`config.mk`:
```
export PLATFORM = sky130hd
export DESIGN_NAME = input_debouncer
export DESIGN_NICKNAME = d
export VERILOG_FILES = /design/src/rtl/input_debouncer_pkg.sv /design/src/rtl/input_debouncer_channel.sv /design/src/rtl/input_debouncer.sv
export SDC_FILE = /design/constraint.sdc
export NUM_CORES = 1
export LEC_CHECK = 0
export CORE_ASPECT_RATIO = 1.1
export CORE_MARGIN = 3
export CORE_UTILIZATION = 50
export DETAILED_ROUTE_END_ITERATION = 12
export PLACE_DENSITY_LB_ADDON = 0.1
export SYNTH_ARGS = -nofsm -noshare
export SYNTH_HDL_FRONTEND = slang
export SYNTH_SLANG_ARGS = --single-unit
```
`constraint.sdc`:
```
create_clock -name clk -period 2.9 [get_ports clk]
set_clock_uncertainty 0.2 [all_clocks]
set_input_delay 0.29 -clock clk [delete_from_list [all_inputs] [get_ports clk]]
set_output_delay 0.29 -clock clk [all_outputs]
set_load 0.005 [all_outputs]
```
`src/rtl/input_debouncer_pkg.sv`:
```
// ---------------------------------------------------------------------------
// input_debouncer_pkg
// Shared types and sizing helpers for the push-button debouncer.
// Optional feature macro used by this block: INPUT_DEBOUNCER_EDGE_EN
// ---------------------------------------------------------------------------
package input_debouncer_pkg;

    // Per-channel filter state: STABLE holds the accepted level, PENDING is
    // counting consecutive samples that disagree with it.
    typedef enum logic {
        DB_STABLE,
        DB_PENDING
    } debounce_state_t;

    // Width of the stability counter; it must be able to hold STABLE_SAMPLES-1
    // and is sized from STABLE_SAMPLES+1 so a value of 1 still yields 1 bit.
    function automatic int cnt_width(input int stable_samples);
        return (stable_samples < 1) ? 1 : $clog2(stable_samples + 1);
    endfunction

    // Width of the shared prescaler counting 0..SAMPLE_PERIOD-1. A period of
    // one still gets a single (constant zero) bit so the compare stays legal.
    function automatic int presc_width(input int sample_period);
        return (sample_period <= 1) ? 1 : $clog2(sample_period);
    endfunction

endpackage : input_debouncer_pkg

```
`src/rtl/input_debouncer_channel.sv`:
```
// ---------------------------------------------------------------------------
// debounce_channel
// One debouncer lane: 2-FF synchronizer, STABLE/PENDING filter FSM with a
// stability counter, and optional registered edge pulses.
// Edge pulses are generated only when INPUT_DEBOUNCER_EDGE_EN is defined;
// otherwise o_rise/o_fall are tied low and the level path is unchanged.
// ---------------------------------------------------------------------------
module debounce_channel
    import input_debouncer_pkg::*;
#(
    parameter int   STABLE_SAMPLES = 8,
    parameter logic RESET_LEVEL    = 1'b0
) (
    input  logic clk,
    input  logic rst,
    input  logic i_tick,
    input  logic i_raw,
    output logic o_level,
    output logic o_rise,
    output logic o_fall
);

    localparam int CW = cnt_width(STABLE_SAMPLES);
    localparam logic [CW-1:0] CNT_LAST = CW'(STABLE_SAMPLES - 1);
    localparam logic [CW-1:0] CNT_ONE  = CW'(1);
    localparam bit SINGLE_SAMPLE = (STABLE_SAMPLES == 1);

    logic            r_sync1;
    logic            r_sync2;
    debounce_state_t r_state;
    logic [CW-1:0]   r_cnt;
    logic            r_level;

    logic w_differs;
    logic w_flip;

    // Two-flop synchronizer; the reset value matches the debounced level so
    // leaving reset never looks like a pending change.
    always_ff @(posedge clk or negedge rst) begin
        if (!rst) begin
            r_sync1 <= RESET_LEVEL;
            r_sync2 <= RESET_LEVEL;
        end else begin
            r_sync1 <= i_raw;
            r_sync2 <= r_sync1;
        end
    end

    // The accepted level toggles on the tick that completes the run of
    // STABLE_SAMPLES disagreeing samples (or on the first one when a single
    // sample is enough).
    assign w_differs = (r_sync2 != r_level);
    assign w_flip    = i_tick && w_differs &&
                       (((r_state == DB_STABLE)  && SINGLE_SAMPLE) ||
                        ((r_state == DB_PENDING) && (r_cnt == CNT_LAST)));

    // Filter FSM with its stability counter and level register, advanced
    // only on sample ticks.
    always_ff @(posedge clk or negedge rst) begin
        if (!rst) begin
            r_state <= DB_STABLE;
            r_cnt   <= '0;
            r_level <= RESET_LEVEL;
        end else if (i_tick) begin
            case (r_state)
                DB_STABLE: begin
                    if (w_differs && !SINGLE_SAMPLE) begin
                        r_cnt   <= CNT_ONE;
                        r_state <= DB_PENDING;
                    end else begin
                        r_cnt <= '0;
                    end
                end
                DB_PENDING: begin
                    if (!w_differs || (r_cnt == CNT_LAST)) begin
                        // Either the bounce died out or the new level held
                        // long enough; both end the pending run.
                        r_cnt   <= '0;
                        r_state <= DB_STABLE;
                    end else begin
                        r_cnt <= r_cnt + CNT_ONE;
                    end
                end
                default: begin
                    r_cnt   <= '0;
                    r_state <= DB_STABLE;
                end
            endcase
            if (w_flip) begin
                r_level <= ~r_level;
            end
        end
    end

    assign o_level = r_level;

`ifdef INPUT_DEBOUNCER_EDGE_EN
    logic r_rise;
    logic r_fall;

    // Edge flops load on the same edge as the level so a pulse lines up
    // with the cycle the level changes and lasts exactly one cycle.
    always_ff @(posedge clk or negedge rst) begin
        if (!rst) begin
            r_rise <= 1'b0;
            r_fall <= 1'b0;
        end else begin
            r_rise <= w_flip && !r_level;
            r_fall <= w_flip &&  r_level;
        end
    end

    assign o_rise = r_rise;
    assign o_fall = r_fall;
`else
    assign o_rise = 1'b0;
    assign o_fall = 1'b0;
`endif

endmodule : debounce_channel

```
`src/rtl/input_debouncer.sv`:
```
// ---------------------------------------------------------------------------
// input_debouncer
// Multi-channel push-button debouncer. One shared prescaler produces the
// sample tick; each channel is an independent debounce_channel lane.
// Optional feature macro: INPUT_DEBOUNCER_EDGE_EN (enables rise/fall pulses;
// when undefined both pulse outputs are constant 0).
// ---------------------------------------------------------------------------
module input_debouncer
    import input_debouncer_pkg::*;
#(
    parameter int                      NUM_CHANNELS   = 5,
    parameter int                      SAMPLE_PERIOD  = 100000,
    parameter int                      STABLE_SAMPLES = 8,
    parameter logic [NUM_CHANNELS-1:0] RESET_VALUE    = '0
) (
    input  logic                    clk,
    input  logic                    rst,
    input  logic [NUM_CHANNELS-1:0] raw_in,
    output logic [NUM_CHANNELS-1:0] debounced_out,
    output logic [NUM_CHANNELS-1:0] rise_pulse,
    output logic [NUM_CHANNELS-1:0] fall_pulse
);

    localparam int PW = presc_width(SAMPLE_PERIOD);
    localparam logic [PW-1:0] PRESC_LAST = PW'(SAMPLE_PERIOD - 1);
    localparam logic [PW-1:0] PRESC_ONE  = PW'(1);

    logic [PW-1:0] r_presc;
    logic          w_tick;

    // Tick is high for the whole cycle in which the prescaler sits at its
    // last count, so the first tick lands SAMPLE_PERIOD cycles after reset.
    assign w_tick = (r_presc == PRESC_LAST);

    // Shared sample prescaler wrapping 0..SAMPLE_PERIOD-1.
    always_ff @(posedge clk or negedge rst) begin
        if (!rst) begin
            r_presc <= '0;
        end else if (w_tick) begin
            r_presc <= '0;
        end else begin
            r_presc <= r_presc + PRESC_ONE;
        end
    end

    for (genvar g = 0; g < NUM_CHANNELS; g++) begin : g_chan
        debounce_channel #(
            .STABLE_SAMPLES (STABLE_SAMPLES),
            .RESET_LEVEL    (RESET_VALUE[g])
        ) u_chan (
            .clk     (clk),
            .rst     (rst),
            .i_tick  (w_tick),
            .i_raw   (raw_in[g]),
            .o_level (debounced_out[g]),
            .o_rise  (rise_pulse[g]),
            .o_fall  (fall_pulse[g])
        );
    end

endmodule : input_debouncer
```
==> impl_metrics.py, run 1 <==
metrics = {
    "setup_path": {
        "regToRegEndpoint": "g_chan[4].u_chan.r_cnt[2]",
        "crit_path_end_kind": "flop",
        "r2r_slack_ps": 330,
        "crit_start": "r_presc[3]",
        "reg2reg_from": "r_presc[3]",
        "crit_fanout": 27,
        "cpMaxStageDelayCell": "or4b_4",
        "cp_data_arrival_time_ps": 2590,
        "slowest_delay_ps": 650,
        "rr_worst_depth": 4,
        "critPathCapture": "g_chan[4].u_chan.r_cnt[2]",
        "start_kind": "flop",
        "crit_type": "reg -> reg",
        "crit_chain": "nand2_1, or4b_4, or2_1, o41ai_1",
        "worstPathRequired_ps": 2910,
    },
    "route": {
        "viasPerCell": 5.47,
        "ant_nets": 0,
        "drc": 0,
        "drtPass1Iterations": 4,
        "wirelength_um": 5290,
        "drt_iter0_drc": 133,
        "avgRoutedWirePerCell_um": 14.1,
        "dr_total_vias": 2056,
    },
    "floorplanning": {
        "initial_core_util_pct": 52.4,
        "io_pins": 22,
        "rows": 28,
        "core-area_sq_mm": 0.00547,
        "die_area_sq_mm": 0.00668,
        "die_h_um": 85.4,
        "die_w_um": 78.2,
    },
    "place": {
        "placed_cell_area_sq_mm": 0.00297,
        "port_buffers": 11,
        "gp_congestion": 0.822,
        "dp_hpwl_um": 3470,
    },
    "timing": {
        "fin_crit_sh_pct": 88.8,
        "slew_headroom_pct": 41.2,
        "worst_pin_slew_ps": 883,
        "drv_slew": 0,
        "period_minus_slack_ps": 2570,
        "holdWs_ps": 148,
        "setup-tns-final_ps": 0,
        "fmax_mhz": 388,
        "setup_violations": 0,
        "hold_viol_final": 0,
        "rsz0062_at_grt": "false",
    },
    "global_routing": {
        "grt_pass1_wl_um": 9200,
        "gr-total-overflow": 0,
        "grt_max_degree": 32,
        "grt_usage_pct": 17.9,
        "grt_pass1_vias": 2020,
        "antenna_found_initial": 0,
    },
    "synthesis": {
        "yosysSeqAreaShare_pct": 49.8,
        "ys_ff_latch": 57,
        "postSynthCellCount": 286,
        "syn_area_sq_mm": 0.00287,
        "yosys_warnings": 0,
        "yosysUniqueCellTypes": 39,
        "synth_area_per_cell_sq_um": 10.0,
    },
    "clock_network": {
        "clock_latency_ps": 330,
        "cts_buffers": 9,
        "cts_htree_levels": 3,
        "cts_hold_buf": 1,
        "clockBufferDepth": 2,
        "clkTransAtPathRegs_ps": 70,
        "cts_sinks": 57,
        "ctsResizeCount": 0,
        "cts_tree": "yes",
        "cts-root-buf": "clkbuf_8",
        "cts_setup_buffers": 0,
    },
    "power_and_ir_drop": {
        "leakagePower_nw": 1.38,
        "peakVddDrop_mv": 0.347,
        "sw_frac_of_total_pct": 19.9,
        "p_sw_mw": 0.322,
        "intPower_mw": 1.30,
        "power_mw": 1.62,
        "pwr-share-comb_pct": 2.5,
        "p_per_area_mw_per_mm2": 508,
        "clockPowerShare_pct": 47.8,
        "seq_power_share_pct": 49.7,
    },
    "cells_and_area": {
        "diodes": 0,
        "drive_above_1_share_pct": 8.97,
        "layout.nets": 310,
        "postLayoutCellArea_sq_mm": 0.00319,
        "syn_to_final_growth_pct": 11.4,
    },
    "run": {
        "drv_cap": 0,
    },
    "worst_hold_path": {
        "min_path_type": "reg -> reg",
    },
    "status": {
        "outcome": "finished clean",
    },
}
## placed cells by master, fill, tap and decap left out, types with 2 or more instances in the layout
cell,n
mux2_2,5
nand3_1,11
o21ai_1,3
and3_1,5
nand2b_1,6
nor4_1,5
dfrtp_1,57
nand2_1,22
xnor2_1,10
o41ai_1,5
nor3_1,10
ha_1,6
conb_1,10
clkbuf_8,13
and3b_1,5
xor2_1,12
clkdlybuf4s50_1,10
nand3b_1,4
o31ai_1,14
o21ai_0,33
nand4_1,8
nor2_1,14
or4_1,2
buf_4,2
inv_1,12
## synthesized netlist by cell type (all sizes together)
cell type	instances	share of area (%)
a21oi	1	0.17
and4	1	0.31
xnor2	10	3.1
and3b	5	1.5
and2	1	0.22
nor3	10	1.7
o22ai	1	0.22
a31o	1	0.31
a311oi	1	0.31
nand3	11	1.9
nor4b	1	0.31
or4b	1	0.48
or4	2	0.52
dfrtp	57	50
or3	1	0.22
nor4	5	1.1
mux2	5	2.0
o31ai	14	3.7
conb	1	0.13
buf	20	5.2
nand3b	4	1.0
nor2	14	1.8
and3	5	1.1
nand4	8	1.7
or2	2	0.44
nand2b	6	1.3
xor2	12	3.7
o41ai	5	1.5
nand2	22	2.9
and4b	1	0.35
o21ai	36	6.3
ha	6	2.6
inv	12	1.6
clkbuf	4	0.52
## per-layer routing
layer | part of all wire [%] | track usage, % | up-vias
met5 | 0 | 0 | -
met4 | 2.8 | 10.0 | 0
met3 | 3.6 | 4.99 | 12
met2 | 47 | 27.6 | 44
met1 | 47 | 22.7 | 978
li1 | - | - | 1022
## layout make-up
cell class	instances	area [sq um]
fill	494	2270
clock inverter	2	35.0
clock buffer	13	179
multi-input combinational	202	1260
sequential	57	1430
inverter	12	45.0
timing repair buffer	15	150
tap	75	93.8
## worst min path at each step
stage,startpoint,to,slack (ps),depth (start not counted)
after floorplan,rst,g_chan[0].u_chan.o_level,-210,0
after global placement,g_chan[3].u_chan.r_sync1,g_chan[3].u_chan.r_sync2,130,0
after detailed placement,g_chan[1].u_chan.r_sync1,g_chan[1].u_chan.r_sync2,130,0
after CTS,g_chan[1].u_chan.r_sync1,g_chan[1].u_chan.r_sync2,150,0
after global routing,g_chan[0].u_chan.r_sync1,g_chan[0].u_chan.r_sync2,150,0
final,g_chan[1].u_chan.r_sync1,g_chan[1].u_chan.r_sync2,150,0
## per-stage QoR
step | setup WS, ps | cells | util (%)
final | 325 | 376 | 58.4
after global placement | 401 | 360 | 54.3
after detailed placement | 281 | 360 | 54.3
after CTS | 270 | 376 | 58.4
after global routing | 74.7 | 376 | 58.4
after floorplan | 862 | 295 | -
## power by group through the flow
stage / Sequential, mW / Combinational (mW) / Clock (mW)
after floorplan: 0.821 / 0.0223 / 0
after global routing: 0.807 / 0.0474 / 0.836
after CTS: 0.807 / 0.0425 / 0.802
after detailed placement: 0.821 / 0.0416 / 0
final: 0.807 / 0.0412 / 0.775
after global placement: 0.821 / 0.0417 / 0
## sequential cells by signal, summed over array words and instances (netlist names)
register / cells
g_chan.u_chan.o_level: 5
g_chan.u_chan.r_cnt: 20
g_chan.u_chan.r_sync1: 5
r_presc: 17
g_chan.u_chan.r_sync2: 5
g_chan.u_chan.r_state: 5
## cells by family after synthesis
| logic type | Yosys count | synth area share (%) |
|---|---|---|
| flip-flops | 57 | 49.8 |
| AO/OA/AOI/OAI | 59 | 12.5 |
| AND/OR/NAND/NOR | 100 | 19.0 |
| other | 1 | 0.131 |
| XOR/XNOR | 22 | 6.72 |
| buffers and inverters | 36 | 7.29 |
| adder cells (fa/ha/maj) | 6 | 2.62 |
| multiplexers | 5 | 1.96 |
## worst max-delay path, delay by kind of cell (launching register included)
family | cells | cell delay [ps]
simple gates | 3 | 1350
compound gates | 1 | 480
flops | 1 | 420
Note: power is estimated with default switching activity, not from simulation.
==> inputs of run 2 (changes only) <==
--- a/config.mk
+++ b/config.mk
@@ -6,7 +6,9 @@
 export NUM_CORES = 1
 export LEC_CHECK = 0
+export ABC_AREA = 1
 export CORE_ASPECT_RATIO = 1.1
 export CORE_MARGIN = 3
 export CORE_UTILIZATION = 50
+export CTS_CLUSTER_SIZE = 10
 export DETAILED_ROUTE_END_ITERATION = 12
 export PLACE_DENSITY_LB_ADDON = 0.1
==> constraint.sdc (replaced) <==
create_clock -name clk -period 2.9 [get_ports clk]
set_clock_uncertainty 0.2 [all_clocks]
set_input_delay 0.29 -clock clk [delete_from_list [all_inputs] [get_ports clk]]
set_output_delay 0.29 -clock clk [all_outputs]
set_load 0.02 [all_outputs]
==> run 2 against run 1 <==
Effect of this change: first-iteration DRC count increased by 6.0%; clock-buffer cell count decreased by 2; critical path depth is 5 higher; global-route usage grew 0.32 points; highest routed layer unchanged; die area grew 7.5%; largest power group unchanged; combinational power is 27% higher.
==> impl_metrics.py, run 2 <==
metrics = {
    "floorplanning": {
        "io_pins": 22,
        "rows": 29,
        "initial_core_util_pct": 52.7,
        "die_w_um": 81.1,
        "die_area_sq_mm": 0.00718,
        "core-area_sq_mm": 0.00588,
        "die_h_um": 88.6,
    },
    "clock_network": {
        "cts_setup_buffers": 0,
        "clockBufferDepth": 2,
        "cts_buffers": 9,
        "cts_hold_buf": 1,
        "ctsResizeCount": 0,
        "cts_sinks": 57,
        "cts_htree_levels": 3,
        "clkTransAtPathRegs_ps": 70,
        "cts_tree": "yes",
        "clock_latency_ps": 330,
        "cts-root-buf": "clkbuf_8",
    },
    "timing": {
        "slew_headroom_pct": 53.6,
        "worst_pin_slew_ps": 696,
        "worst_slack_ps": 797,
        "setup-tns-final_ps": 0,
        "rsz0062_at_grt": "false",
        "drv_slew": 0,
        "setup_violations": 0,
        "fmax_mhz": 475,
        "hold_viol_final": 0,
        "fin_crit_sh_pct": 72.5,
        "period_minus_slack_ps": 2100,
    },
    "cells_and_area": {
        "syn_to_final_growth_pct": 9.21,
        "final_cell_mix": "nand2_1 (92), dfrtp_1 (57), inv_1 (42)",
        "diodes": 0,
        "regMostFlops": "g_chan.u_chan.r_cnt",
        "largestRegisters": "g_chan.u_chan.r_cnt: 20 flops, r_presc: 17 flops",
        "layout.nets": 400,
        "final_common_cell": "nand2_1",
        "drive_above_1_share_pct": 9.18,
        "largest_register_ffs": 20,
    },
    "power_and_ir_drop": {
        "pwr-share-comb_pct": 3.3,
        "p_sw_mw": 0.358,
        "p_per_area_mw_per_mm2": 470,
        "peakVddDrop_mv": 0.338,
        "clockPowerShare_pct": 46.1,
        "intPower_mw": 1.23,
        "seq_power_share_pct": 50.6,
        "leakagePower_nw": 1.64,
        "sw_frac_of_total_pct": 22.5,
    },
    "synthesis": {
        "postSynthCellCount": 375,
        "yosysUniqueCellTypes": 30,
        "synth_area_per_cell_sq_um": 8.26,
        "synth_top_area_share_pct": 46.0,
        "yosys_warnings": 0,
        "synth-edff-count": 0,
        "async_flop_share_pct": 100,
        "synth.top_cells.by_area": "dfrtp_1 (46%), nand2_1 (11%), nand3_1 (5.7%)",
        "yosysMostFrequentCell": "nand2_1",
        "yosysSeqAreaShare_pct": 46.0,
        "synthFlopType": "dfrtp_1",
        "ys_ff_latch": 57,
        "syn_area_sq_mm": 0.00310,
        "synthTopCellsByCount": "nand2_1 (92), dfrtp_1 (57), inv_1 (42)",
        "yosysTopAreaCell": "dfrtp_1",
    },
    "route": {
        "drtPass1Iterations": 5,
        "viasPerCell": 4.92,
        "dr_total_vias": 2307,
        "ant_nets": 0,
        "drc": 0,
        "avgRoutedWirePerCell_um": 11.6,
        "drt_iter0_drc": 141,
        "wirelength_um": 5460,
    },
    "global_routing": {
        "grt_max_degree": 58,
        "grt_pass1_vias": 2254,
        "grt_usage_pct": 18.2,
        "gr-total-overflow": 0,
        "grt_pass1_wl_um": 9960,
        "antenna_found_initial": 0,
    },
    "place": {
        "dp_hpwl_um": 3820,
        "gp_congestion": 0.840,
        "pre_cts_slack_ps": 793,
        "port_buffers": 11,
    },
    "setup_path": {
        "crit_fanout": 26,
        "start_kind": "flop",
        "cp_data_arrival_time_ps": 2120,
        "worstPathRequired_ps": 2920,
        "crit_path_end_kind": "flop",
        "crit_type": "reg -> reg",
    },
    "worst_hold_path": {
        "min_path_type": "reg -> reg",
    },
    "status": {
        "outcome": "finished clean",
    },
    "run": {
        "drv_cap": 0,
    },
}
-- run 2: cell types whose count changed after synthesis, moves of 14 or more --
cell     previous run  this run
nand2_1            22        92
o21ai_0            33        11
o31ai_1            14         0
nor2_1             14        32
nand3_1            11        35
inv_1              12        42
-- run 2: power groups by stage --
stage                     sequential, mW  clock, mW  combinational [mW]
final                              0.805      0.733              0.0525
after global routing               0.805      0.795              0.0610
after CTS                          0.805      0.757              0.0542
after detailed placement           0.820          0              0.0527
after global placement             0.820          0              0.0529
after floorplan                    0.819          0              0.0360
-- run 2: path summary, 6_finish.rpt --
kind	from	end	slack, ps	cells past startpoint
worst max-delay path	r_presc[0]	g_chan[1].u_chan.r_cnt[3]	800	9
worst max register to register	r_presc[0]	g_chan[1].u_chan.r_cnt[3]	800	9
max in group asynchronous	rst	g_chan[0].u_chan.r_state	1620	3
worst min register to register	g_chan[3].u_chan.r_sync1	g_chan[3].u_chan.r_sync2	150	0
worst min-delay path	g_chan[3].u_chan.r_sync1	g_chan[3].u_chan.r_sync2	150	0
min in group asynchronous	rst	r_presc[10]	430	3
-- run 2: final cells by class --
| type | count | area, sq um |
|---|---|---|
| fill | 538 | 2490 |
| sequential | 57 | 1430 |
| multi-input combinational | 260 | 1360 |
| inverter | 45 | 173 |
| clock buffer | 11 | 141 |
| timing repair buffer | 14 | 130 |
| tap | 77 | 96.3 |
| clock inverter | 5 | 55.1 |
-- run 2: worst max-delay path, stage by stage (launching register included) --
cell and delay (ps):
dfrtp_1 370, ha_1 230, nand2_2 120, nor2_8 180
inv_4 50, nor2_4 110, nand3_4 260, buf_4 320
nand2_1 90, o21ai_2 50
-- run 2: cells by family (layout without fill, tap and decap cells) --
kind of cell	Yosys count	count (layout)	synth area share [%]
AOI/OAI and AO/OA	32	32	6.38
xor gates and xnor gates	22	22	6.22
adders and majority gates	6	6	2.42
buffers and inverters	67	75	11.1
DFF	57	57	46.0
other	1	10	0.121
and+or+nand+nor	190	190	27.7
-- run 2: layer usage --
layer  track usage [%]  vias to the layer above  part of all wire (%)
met2              28.4                       48                    44
met4              9.52                        0                   2.5
met1              23.8                     1052                    49
met5                 0                        -                     0
met3              3.87                       14                   3.7
li1                  -                     1193                     -
-- run 2: per-stage QoR --
stage	instances	hold slack (ps)	util, %	area (sq um)	power [mW]
floorplan	384	-206	-	3130	0.855
global placement	452	132	54.0	3180	0.873
detailed placement	452	135	54.0	3180	0.873
CTS	469	150	57.6	3380	1.62
global route	469	161	57.6	3380	1.66
finish	469	148	57.6	3380	1.59
==> inputs of run 3 (changes only) <==
Clock period 2.9 ns to 1.9 ns, I/O delays scaled along.
==> run 3 against run 2 <==
Effect of this change: clock power grew 53%; die area is the same; via count grew 1.6%; first-iteration DRC count shrank 23%; worst setup slack lost 660 ps; non-clock buffer count grew 8; maximum frequency grew 20%; critical path type unchanged; critical endpoint is now g_chan[2].u_chan.r_cnt[1]; largest cell class unchanged.
==> impl_metrics.py, run 3 (synthesis gave the netlist of run 2 again) <==
metrics = {
    "route": {
        "avgRoutedWirePerCell_um": 11.7,
        "drtPass1Iterations": 4,
        "drc": 0,
        "ant_nets": 0,
        "drt_iter0_drc": 108,
        "dr_total_vias": 2344,
        "wirelength_um": 5570,
        "viasPerCell": 4.92,
    },
    "cells_and_area": {
        "regMostFlops": "g_chan.u_chan.r_cnt",
        "fin_cells": 476,
        "final_common_cell": "nand2_1",
        "largestRegisters": "g_chan.u_chan.r_cnt: 20 flops, r_presc: 17 flops",
        "layout.nets": 408,
        "fill_cells": 537,
        "largest_register_ffs": 20,
        "drive_above_1_share_pct": 11.3,
        "final_cell_mix": "nand2_1 (92), dfrtp_1 (57), inv_1 (42)",
        "postLayoutCellArea_sq_mm": 0.00346,
        "diodes": 0,
        "syn_to_final_growth_pct": 11.6,
    },
    "setup_path": {
        "slowest_delay_ps": 400,
        "regToRegEndpoint": "g_chan[2].u_chan.r_cnt[1]",
        "worstPathRequired_ps": 1910,
        "cp.buffers_inverters": 2,
        "start_kind": "flop",
        "crit_path_end_kind": "flop",
        "crit_type": "reg -> reg",
        "cp_data_arrival_time_ps": 1770,
        "rr_worst_depth": 9,
        "crit_start": "r_presc[0]",
        "crit_fanout": 32,
        "crit_chain": "ha_4, nand2_2, nor2_8, inv_4, nor2_4, nand3_4, buf_4, nand2_1, o21ai_2",
        "path_delay_family": "simple AND/OR/NAND/NOR gates",
        "r2r_slack_ps": 140,
        "reg2reg_from": "r_presc[0]",
        "cpMaxStageDelayCell": "dfrtp_1",
    },
    "timing": {
        "fmax_mhz": 569,
        "holdWs_ps": 68.5,
        "fin_crit_sh_pct": 92.6,
        "period_minus_slack_ps": 1760,
        "drv_slew": 0,
        "hold_viol_final": 0,
        "setup-tns-final_ps": 0,
        "rsz0062_at_grt": "false",
        "setup_violations": 0,
    },
    "floorplanning": {
        "io_pins": 22,
        "die_area_sq_mm": 0.00718,
        "core-area_sq_mm": 0.00588,
        "initial_core_util_pct": 52.7,
        "die_w_um": 81.1,
        "die_h_um": 88.6,
        "rows": 29,
    },
    "power_and_ir_drop": {
        "p_sw_mw": 0.519,
        "p_per_area_mw_per_mm2": 704,
        "sw_frac_of_total_pct": 21.3,
        "intPower_mw": 1.91,
        "clockPowerShare_pct": 46.1,
        "seq_power_share_pct": 50.5,
        "pwr-share-comb_pct": 3.4,
        "leakagePower_nw": 1.69,
        "peakVddDrop_mv": 0.422,
    },
    "global_routing": {
        "antenna_found_initial": 0,
        "gr-total-overflow": 0,
        "grt_usage_pct": 18.1,
        "grt_pass1_vias": 2276,
        "grt_max_degree": 33,
        "grt_pass1_wl_um": 9920,
    },
    "clock_network": {
        "clkTransAtPathRegs_ps": 60,
        "cts_sinks": 57,
        "cts_htree_levels": 3,
        "cts_tree": "yes",
        "clockBufferDepth": 2,
        "cts-root-buf": "clkbuf_8",
        "clock_latency_ps": 330,
        "cts_buffers": 9,
    },
    "status": {
        "outcome": "finished clean",
    },
    "place": {
        "gp_congestion": 0.823,
        "placed_cell_area_sq_mm": 0.00323,
        "dp_hpwl_um": 4070,
        "dp.cells": 459,
        "port_buffers": 11,
    },
    "run": {
        "drv_cap": 0,
    },
    "worst_hold_path": {
        "min_path_type": "in -> async",
    },
}
## run 3: worst max path at each step
stage | cells after the start | to
4_1_cts | 9 | g_chan[2].u_chan.r_cnt[1]
2_1_floorplan | 9 | g_chan[0].u_chan.r_state
6_report | 9 | g_chan[2].u_chan.r_cnt[1]
3_3_place_gp | 9 | g_chan[4].u_chan.r_cnt[2]
3_5_place_dp | 9 | g_chan[0].u_chan.r_cnt[3]
5_1_grt | 10 | r_presc[16]
## run 3: through the flow
| step | utilization [%] | setup slack [ps] | total power, mW |
|---|---|---|---|
| 2_1_floorplan | - | 178 | 1.31 |
| 6_report | 58.8 | 141 | 2.43 |
| 4_1_cts | 58.4 | 53.9 | 2.46 |
| 5_1_grt | 58.8 | 5.99 | 2.54 |
| 3_5_place_dp | 54.9 | 75.1 | 1.34 |
| 3_3_place_gp | 54.9 | 132 | 1.34 |
## run 3: power by group through the flow
stage               sequential (mW)  combinational (mW)  clock [mW]
floorplan                      1.25              0.0549           0
global placement               1.25              0.0837           0
detailed placement             1.25              0.0840           0
CTS                            1.23              0.0858        1.15
global route                   1.23              0.0977        1.21
finish                         1.23              0.0836        1.12
## run 3: timing repair
item | 4_1_cts | 5_1_grt
resized for setup | 0 | 3
endpoints found under the setup margin | 0 | 18
hold buffers | 1 | 0
endpoints found under the hold margin | 57 | 0
setup buffers | 0 | 1
## run 3: area by class of cell
cell class                 instances  area [sq um]  area share, %
inverter                          45           173           4.99
timing repair buffer              22           190           5.50
sequential                        57          1430           41.3
clock buffer                      12           155           4.49
clock inverter                     3          40.0           1.16
tap                               77          96.3           2.79
multi-input combinational        260          1380           39.8
## run 3: per-layer routing
layer / share of wire, % / global-route usage (%) / up-vias
li1: - / - / 1208
met1: 49 / 23.1 / 1097
met2: 47 / 29.5 / 33
met3: 3.6 / 4.79 / 6
met4: 0.88 / 7.07 / 0
met5: 0 / 0 / -
